File: src/rtl/taxi_pkg.sv
// Shared taxi-meter definitions: trip state codes and default BCD tariff constants.
package taxi_pkg;

    localparam int unsigned FARE_W       = 12;
    localparam int unsigned STALL_W      = 24;
    localparam int unsigned STATE_W      = 3;
    localparam int unsigned SECS_PER_MIN = 60;

    localparam logic [STATE_W-1:0] ST_IDLE = 3'd0;
    localparam logic [STATE_W-1:0] ST_CLR  = 3'd1;
    localparam logic [STATE_W-1:0] ST_RUN  = 3'd2;
    localparam logic [STATE_W-1:0] ST_WAIT = 3'd3;
    localparam logic [STATE_W-1:0] ST_DONE = 3'd4;

    localparam logic [FARE_W-1:0] DEF_DAY_RATE   = 12'h020;
    localparam logic [FARE_W-1:0] DEF_NIGHT_RATE = 12'h030;
    localparam logic [FARE_W-1:0] DEF_START_FARE = 12'h100;

endpackage

File: src/rtl/wheel_sync.sv
// Wheel sensor conditioning: 2-FF synchroniser, rising-edge detect and
// modulo-PULSES_PER_10M edge counter producing the 10 m strobe.
module wheel_sync #(
    parameter int unsigned PULSES_PER_10M = 4
) (
    input  logic clk,
    input  logic rst_n,
    input  logic wheel_raw,
    input  logic count_en,
    input  logic cnt_clr,
    output logic wheel_edge_c,
    output logic ten_meter_pulse
);

    localparam int unsigned CNT_W = (PULSES_PER_10M > 1) ? $clog2(PULSES_PER_10M) : 1;
    localparam logic [CNT_W-1:0] CNT_LAST = CNT_W'(PULSES_PER_10M - 1);

    // [0],[1] form the synchroniser, [2] holds the previous synchronised level
    logic [2:0]       sync_q;
    logic [CNT_W-1:0] cnt_q;

    assign wheel_edge_c = sync_q[1] & ~sync_q[2];

    always_ff @(posedge clk or negedge rst_n) begin
        if (!rst_n) begin
            sync_q          <= 3'b000;
            cnt_q           <= '0;
            ten_meter_pulse <= 1'b0;
        end else begin
            sync_q          <= {sync_q[1:0], wheel_raw};
            ten_meter_pulse <= 1'b0;
            if (cnt_clr) begin
                cnt_q <= '0;
            end else if (count_en && wheel_edge_c) begin
                if (cnt_q == CNT_LAST) begin
                    cnt_q           <= '0;
                    ten_meter_pulse <= 1'b1;
                end else begin
                    cnt_q <= cnt_q + CNT_W'(1);
                end
            end
        end
    end

endmodule

File: src/rtl/trip_ctrl.sv
// Taxi-meter trip sequencer: IDLE/CLR/RUN/WAIT/DONE control, stall and wait-minute timing.
// Build option NIGHT_RATE_EN selects the tariff from the night input at trip start.
module trip_ctrl
    import taxi_pkg::*;
#(
    parameter int unsigned         PULSES_PER_10M = 4,
    parameter logic [STALL_W-1:0]  STALL_CYCLES   = 24'd500000,
    parameter logic [FARE_W-1:0]   DAY_RATE       = DEF_DAY_RATE,
    parameter logic [FARE_W-1:0]   NIGHT_RATE     = DEF_NIGHT_RATE,
    parameter logic [FARE_W-1:0]   START_FARE     = DEF_START_FARE
) (
    input  logic               clk,
    input  logic               rst_n,
    input  logic               start_key,
    input  logic               stop_key,
    input  logic               wheel_raw,
    input  logic               night,
    input  logic               max,
    input  logic               sec_tick,
    output logic               meter_clr_n,
    output logic               en,
    output logic               wait_en,
    output logic               ten_meter_pulse,
    output logic               wait_min_pulse,
    output logic [FARE_W-1:0]  per_pulse_fare,
    output logic [FARE_W-1:0]  s_fare,
    output logic [STATE_W-1:0] state_o
);

    localparam logic [STALL_W-1:0] STALL_LAST = STALL_CYCLES - 24'd1;
    localparam logic [5:0]         WSEC_LAST  = 6'(SECS_PER_MIN - 1);

    logic [STATE_W-1:0] state_q;
    logic [STATE_W-1:0] state_d;
    logic [STALL_W-1:0] stall_q;
    logic [5:0]         wsec_q;
    logic               wheel_edge_c;
    logic               stall_hit_c;
    logic [FARE_W-1:0]  rate_c;

    wheel_sync #(
        .PULSES_PER_10M (PULSES_PER_10M)
    ) u_wheel_sync (
        .clk             (clk),
        .rst_n           (rst_n),
        .wheel_raw       (wheel_raw),
        .count_en        (state_q == ST_RUN),
        .cnt_clr         (state_q == ST_CLR),
        .wheel_edge_c    (wheel_edge_c),
        .ten_meter_pulse (ten_meter_pulse)
    );

`ifdef NIGHT_RATE_EN
    assign rate_c = night ? NIGHT_RATE : DAY_RATE;
`else
    logic unused_cfg;
    assign unused_cfg = ^{night, NIGHT_RATE};
    assign rate_c     = DAY_RATE;
`endif

    assign stall_hit_c = (stall_q >= STALL_LAST);
    assign s_fare      = START_FARE;
    assign state_o     = state_q;

    // Next state; priority max > stop_key > start_key > wheel/stall
    always_comb begin
        state_d = state_q;
        case (state_q)
            ST_IDLE: if (start_key && !stop_key) state_d = ST_CLR;
            ST_CLR:  state_d = ST_RUN;
            ST_RUN: begin
                if (max || stop_key)                  state_d = ST_DONE;
                else if (!wheel_edge_c && stall_hit_c) state_d = ST_WAIT;
            end
            ST_WAIT: begin
                if (max || stop_key)  state_d = ST_DONE;
                else if (wheel_edge_c) state_d = ST_RUN;
            end
            ST_DONE: begin
                if (stop_key)       state_d = ST_IDLE;
                else if (start_key) state_d = ST_CLR;
            end
            default: state_d = ST_IDLE;
        endcase
    end

    // State register and registered control decodes of the next state
    always_ff @(posedge clk or negedge rst_n) begin
        if (!rst_n) begin
            state_q        <= ST_IDLE;
            meter_clr_n    <= 1'b1;
            en             <= 1'b0;
            wait_en        <= 1'b0;
            per_pulse_fare <= DAY_RATE;
        end else begin
            state_q     <= state_d;
            meter_clr_n <= (state_d != ST_CLR);
            en          <= (state_d == ST_RUN) || (state_d == ST_WAIT);
            wait_en     <= (state_d == ST_WAIT);
            if (state_q == ST_CLR) per_pulse_fare <= rate_c;
        end
    end

    // Saturating stall timer, restarted by wheel edges and on entering RUN
    always_ff @(posedge clk or negedge rst_n) begin
        if (!rst_n) begin
            stall_q <= '0;
        end else if ((state_q == ST_CLR) || wheel_edge_c ||
                     ((state_d == ST_RUN) && (state_q != ST_RUN))) begin
            stall_q <= '0;
        end else if ((state_q == ST_RUN) && (stall_q != '1)) begin
            stall_q <= stall_q + STALL_W'(1);
        end
    end

    // Wait-seconds counter persists across RUN/WAIT; only a new trip clears it
    always_ff @(posedge clk or negedge rst_n) begin
        if (!rst_n) begin
            wsec_q         <= '0;
            wait_min_pulse <= 1'b0;
        end else begin
            wait_min_pulse <= 1'b0;
            if (state_q == ST_CLR) begin
                wsec_q <= '0;
            end else if ((state_q == ST_WAIT) && sec_tick) begin
                if (wsec_q == WSEC_LAST) begin
                    wsec_q         <= '0;
                    wait_min_pulse <= 1'b1;
                end else begin
                    wsec_q <= wsec_q + 6'(1);
                end
            end
        end
    end

endmodule

File: config.mk
export PLATFORM = sky130hd
export DESIGN_NAME = trip_ctrl
export DESIGN_NICKNAME = d
export VERILOG_FILES = /design/src/rtl/taxi_pkg.sv /design/src/rtl/wheel_sync.sv /design/src/rtl/trip_ctrl.sv
export SDC_FILE = /design/constraint.sdc
export NUM_CORES = 1
export LEC_CHECK = 0
export ABC_AREA = 1
export CORE_MARGIN = 1
export CORE_UTILIZATION = 55
export CTS_CLUSTER_DIAMETER = 200
export CTS_CLUSTER_SIZE = 14
export DETAILED_ROUTE_END_ITERATION = 12
export PLACE_DENSITY_LB_ADDON = 0.2
export SYNTH_ARGS = -nofsm -noshare
export SYNTH_HDL_FRONTEND = slang
export SYNTH_SLANG_ARGS = --single-unit
File: constraint.sdc
create_clock -name clk -period 4 [get_ports clk]
set_input_delay 0.4 -clock clk [delete_from_list [all_inputs] [get_ports clk]]
set_output_delay 0.4 -clock clk [all_outputs]
set_load 0.05 [all_outputs]
==> impl_results.md <==
- Max stage delay on crit path: about 0.79 ns
- R2r startpoint: stall_q[0]
- DRT antenna net count: 0
- Share of cells above drive strength 1: between 5 and 6%
- Commonest non-fill, non-tap cell in the layout: nand2_1
- Switch share: a little under a third
- Clock sink count: 43
- CP required: about 3.6 ns
- Placeable Area: between 4000 and 5000 um2
- N_diodes: 0
- Total of max-cap violations: 0
- Hold_buf cts: 0
- Slowest CP cell: clkdlybuf4s50_1
- Number of H-tree levels: 2
- CTS tree: yes
- Std-Cell Rows: 25
- Status: complete, no violations
- Yosys warns: 0
- Nets: 421
- CTS max path bufs: 2
- Worst R2R End: stall_q[0]
- Flop pwr share: a little over two fifths
- Cts repair resizes: 0
- First-pass GRT wire length: between 9000 and 10000 um
- Initial antenna violation count: 0
- Via count: about 2400
- Period utilization: between 40% and 50%
- Ys flop type: dfrtp_1
- Commonest cells after routing, fill and taps aside: nand2_1, nor2_1, dfrtp_1, inv_1, nand3_1
- First-pass DRT Iterations: 4
- Post-Layout Cell Count: approximately 480
- DRT iter0 DRCs: roughly 110
- Combinational power share: between 20% and 30%
- Final Skew: ~0.0059 ns
- Kind of cell adding the most delay to the critical path: buffers and inverters
- Die W: between 70 and 80 um
- Worst R2R Setup Slack: ~2 ns
- Worst Hold Class: primary input to async pin
- Crit path buffers/inverters: 1
- Leak: roughly 1.5 nW
- Rel. slew slack: between 30% and 40%
- Sw Pwr: 0.000347 W
- Post-DR wirelength/cell: between 10 and 15 um
- Clock Power Share: 36.3%
- Internal power: about 0.00076 W
- Min cycle time layout: roughly 2 ns
- Cts bufs inserted: 5
- Hold violation total from the final report: 0
- Power per cell area: 372 nW/um2
- Max Clock Freq: roughly 500 MHz
- Vias in the first global route: approximately 2100
- DRC: 0
- Worst-path fanout max: 1
- Fillers: approximately 470
- Clock slew at reported path FFs: about 0.080 ns
- Register area share after synthesis: between 30 and 40%
- RSZ-0062 raised after global routing: no
- Ys async rst share: 100%
- Crit path kind: flop to primary output
- Grt total ovfl: 0
- Area grow syn2layout: 8.10%
- Die area: around 5300 um2
- PortBufs: 14
- Clk_lat worst skew: about 0.29 ns
- Worst hold margin: about 0.24 ns
- Initial core utilization: 57.8%
- Dpl hpwl: 4030 um
- I/O Pins: 40
- Placed cell count: 470
- Post-synth EDFFs: 0
- Yosys cell types: 31
- All-Layer GR Usage: 22.4%
- R2R depth: 10
- Synthesized area: approximately 2700 um2
- CP Launch Type: flop
- RD Place Congestion: between 0.8 and 0.9
- Worst-case vdd ir drop: approximately 0.2 mV
- Post-Synthesis Cells: a little under 400
- Avg Inst Size Synth: slightly below 7 um2
- Fin Setup TNS: 0 ns
- Max-slew violations: 0
- Setup crit end kind: primary output
- Largest net degree at the start of global routing: 44
- Critical path arrival: 1.60 ns
- Root buf cell: clkbuf_8
- Number of synthesized register bits: 43
- Number of setup buffers added after CTS: 0
- Endpoints failing setup: 0
- Worst slew pin tran: a little over 0.9 ns
- Post-DR vias/cell: roughly 4.9
- Tot Pwr: between 0.001 and 0.0015 W
- CP Cell Sequence: clkdlybuf4s50_1
- Die height: 72.7 um
- Drt total wl: about 5400 um
-- logic make-up (layout without fill, tap and decap cells) --
kind of cell    count (synthesis)  in the layout  share of synthesized area (%)
fa+ha+maj                       3              3                           1.37
xor+xnor                       10             10                           3.19
buf+inv                        69             63                           13.5
flops                          43             43                           39.2
other cells                     2             24                          0.273
compound gates                 19             19                           3.73
simple gates                  249            249                           38.8
-- synthesized netlist by cell type, types with 2 or more instances --
| master | count | area [um2] |
|---|---|---|
| nand2_2 | 2 | 12.5 |
| a21oi_1 | 6 | 30.0 |
| nand4_1 | 11 | 68.8 |
| inv_2 | 3 | 11.3 |
| nor3_1 | 8 | 40.0 |
| nand3b_1 | 2 | 15.0 |
| nor2_4 | 2 | 22.5 |
| nand2_1 | 133 | 499 |
| buf_6 | 2 | 22.5 |
| nand3_1 | 30 | 150 |
| xor2_1 | 9 | 78.8 |
| conb_1 | 2 | 7.51 |
| or2_2 | 2 | 12.5 |
| buf_4 | 24 | 180 |
| dfrtp_1 | 42 | 1050 |
| nand2_4 | 2 | 22.5 |
| nor2_1 | 55 | 206 |
| o21ai_0 | 9 | 45.0 |
| ha_1 | 3 | 37.5 |
| inv_1 | 37 | 139 |
-- per-stage QoR --
stage,cell area [um2],util (%),worst slack (ns)
2_1_floorplan,2830,-,2.27
3_3_place_gp,2840,59.7,2.05
3_5_place_dp,2840,59.7,2.03
4_1_cts,2970,62.5,1.99
5_1_grt,2970,62.5,1.85
6_report,2970,62.5,2.00
-- layout make-up --
| class | instances | area (um2) | area share (%) |
|---|---|---|---|
| clock inverter | 2 | 60.1 | 2.02 |
| tap | 67 | 83.8 | 2.82 |
| inverter | 41 | 159 | 5.35 |
| timing repair buffer | 14 | 135 | 4.55 |
| multi-input combinational | 305 | 1380 | 46.6 |
| clock buffer | 6 | 72.6 | 2.44 |
| sequential | 43 | 1080 | 36.3 |
-- registers in the layout, summed over array words and instances (netlist names) --
register,flops
wait_min_pulse,1
wait_en,1
wsec_q,6
en,1
stall_q,24
state_o,3
meter_clr_n,1
u_wheel_sync.sync_q,3
u_wheel_sync.cnt_q,2
u_wheel_sync.ten_meter_pulse,1
-- layer usage --
layer  global-route usage, %  part of all wire, %
met5                       0                    0
met4                    6.54                 0.74
met3                    2.90                  4.7
met2                    39.3                   49
met1                    28.9                   46
-- how the worst max path moves through the flow --
stage                      from          end  cells after the start
CTS                 meter_clr_n  meter_clr_n                      1
global route         stall_q[0]   stall_q[0]                     10
finish              meter_clr_n  meter_clr_n                      1
floorplan            state_o[0]  stall_q[20]                     10
global placement     stall_q[0]   stall_q[0]                     10
detailed placement   stall_q[0]  stall_q[15]                     10
-- power groups by stage --
stage / Sequential, W / Clock, W / Combinational, W
after floorplan: 0.000515 / 0 / 0.000167
after global placement: 0.000491 / 0 / 0.000219
after detailed placement: 0.000492 / 0 / 0.000220
after CTS: 0.000483 / 0.000407 / 0.000221
after global routing: 0.000486 / 0.000419 / 0.000242
final: 0.000483 / 0.000400 / 0.000220
(Power assumes the default switching activity.)
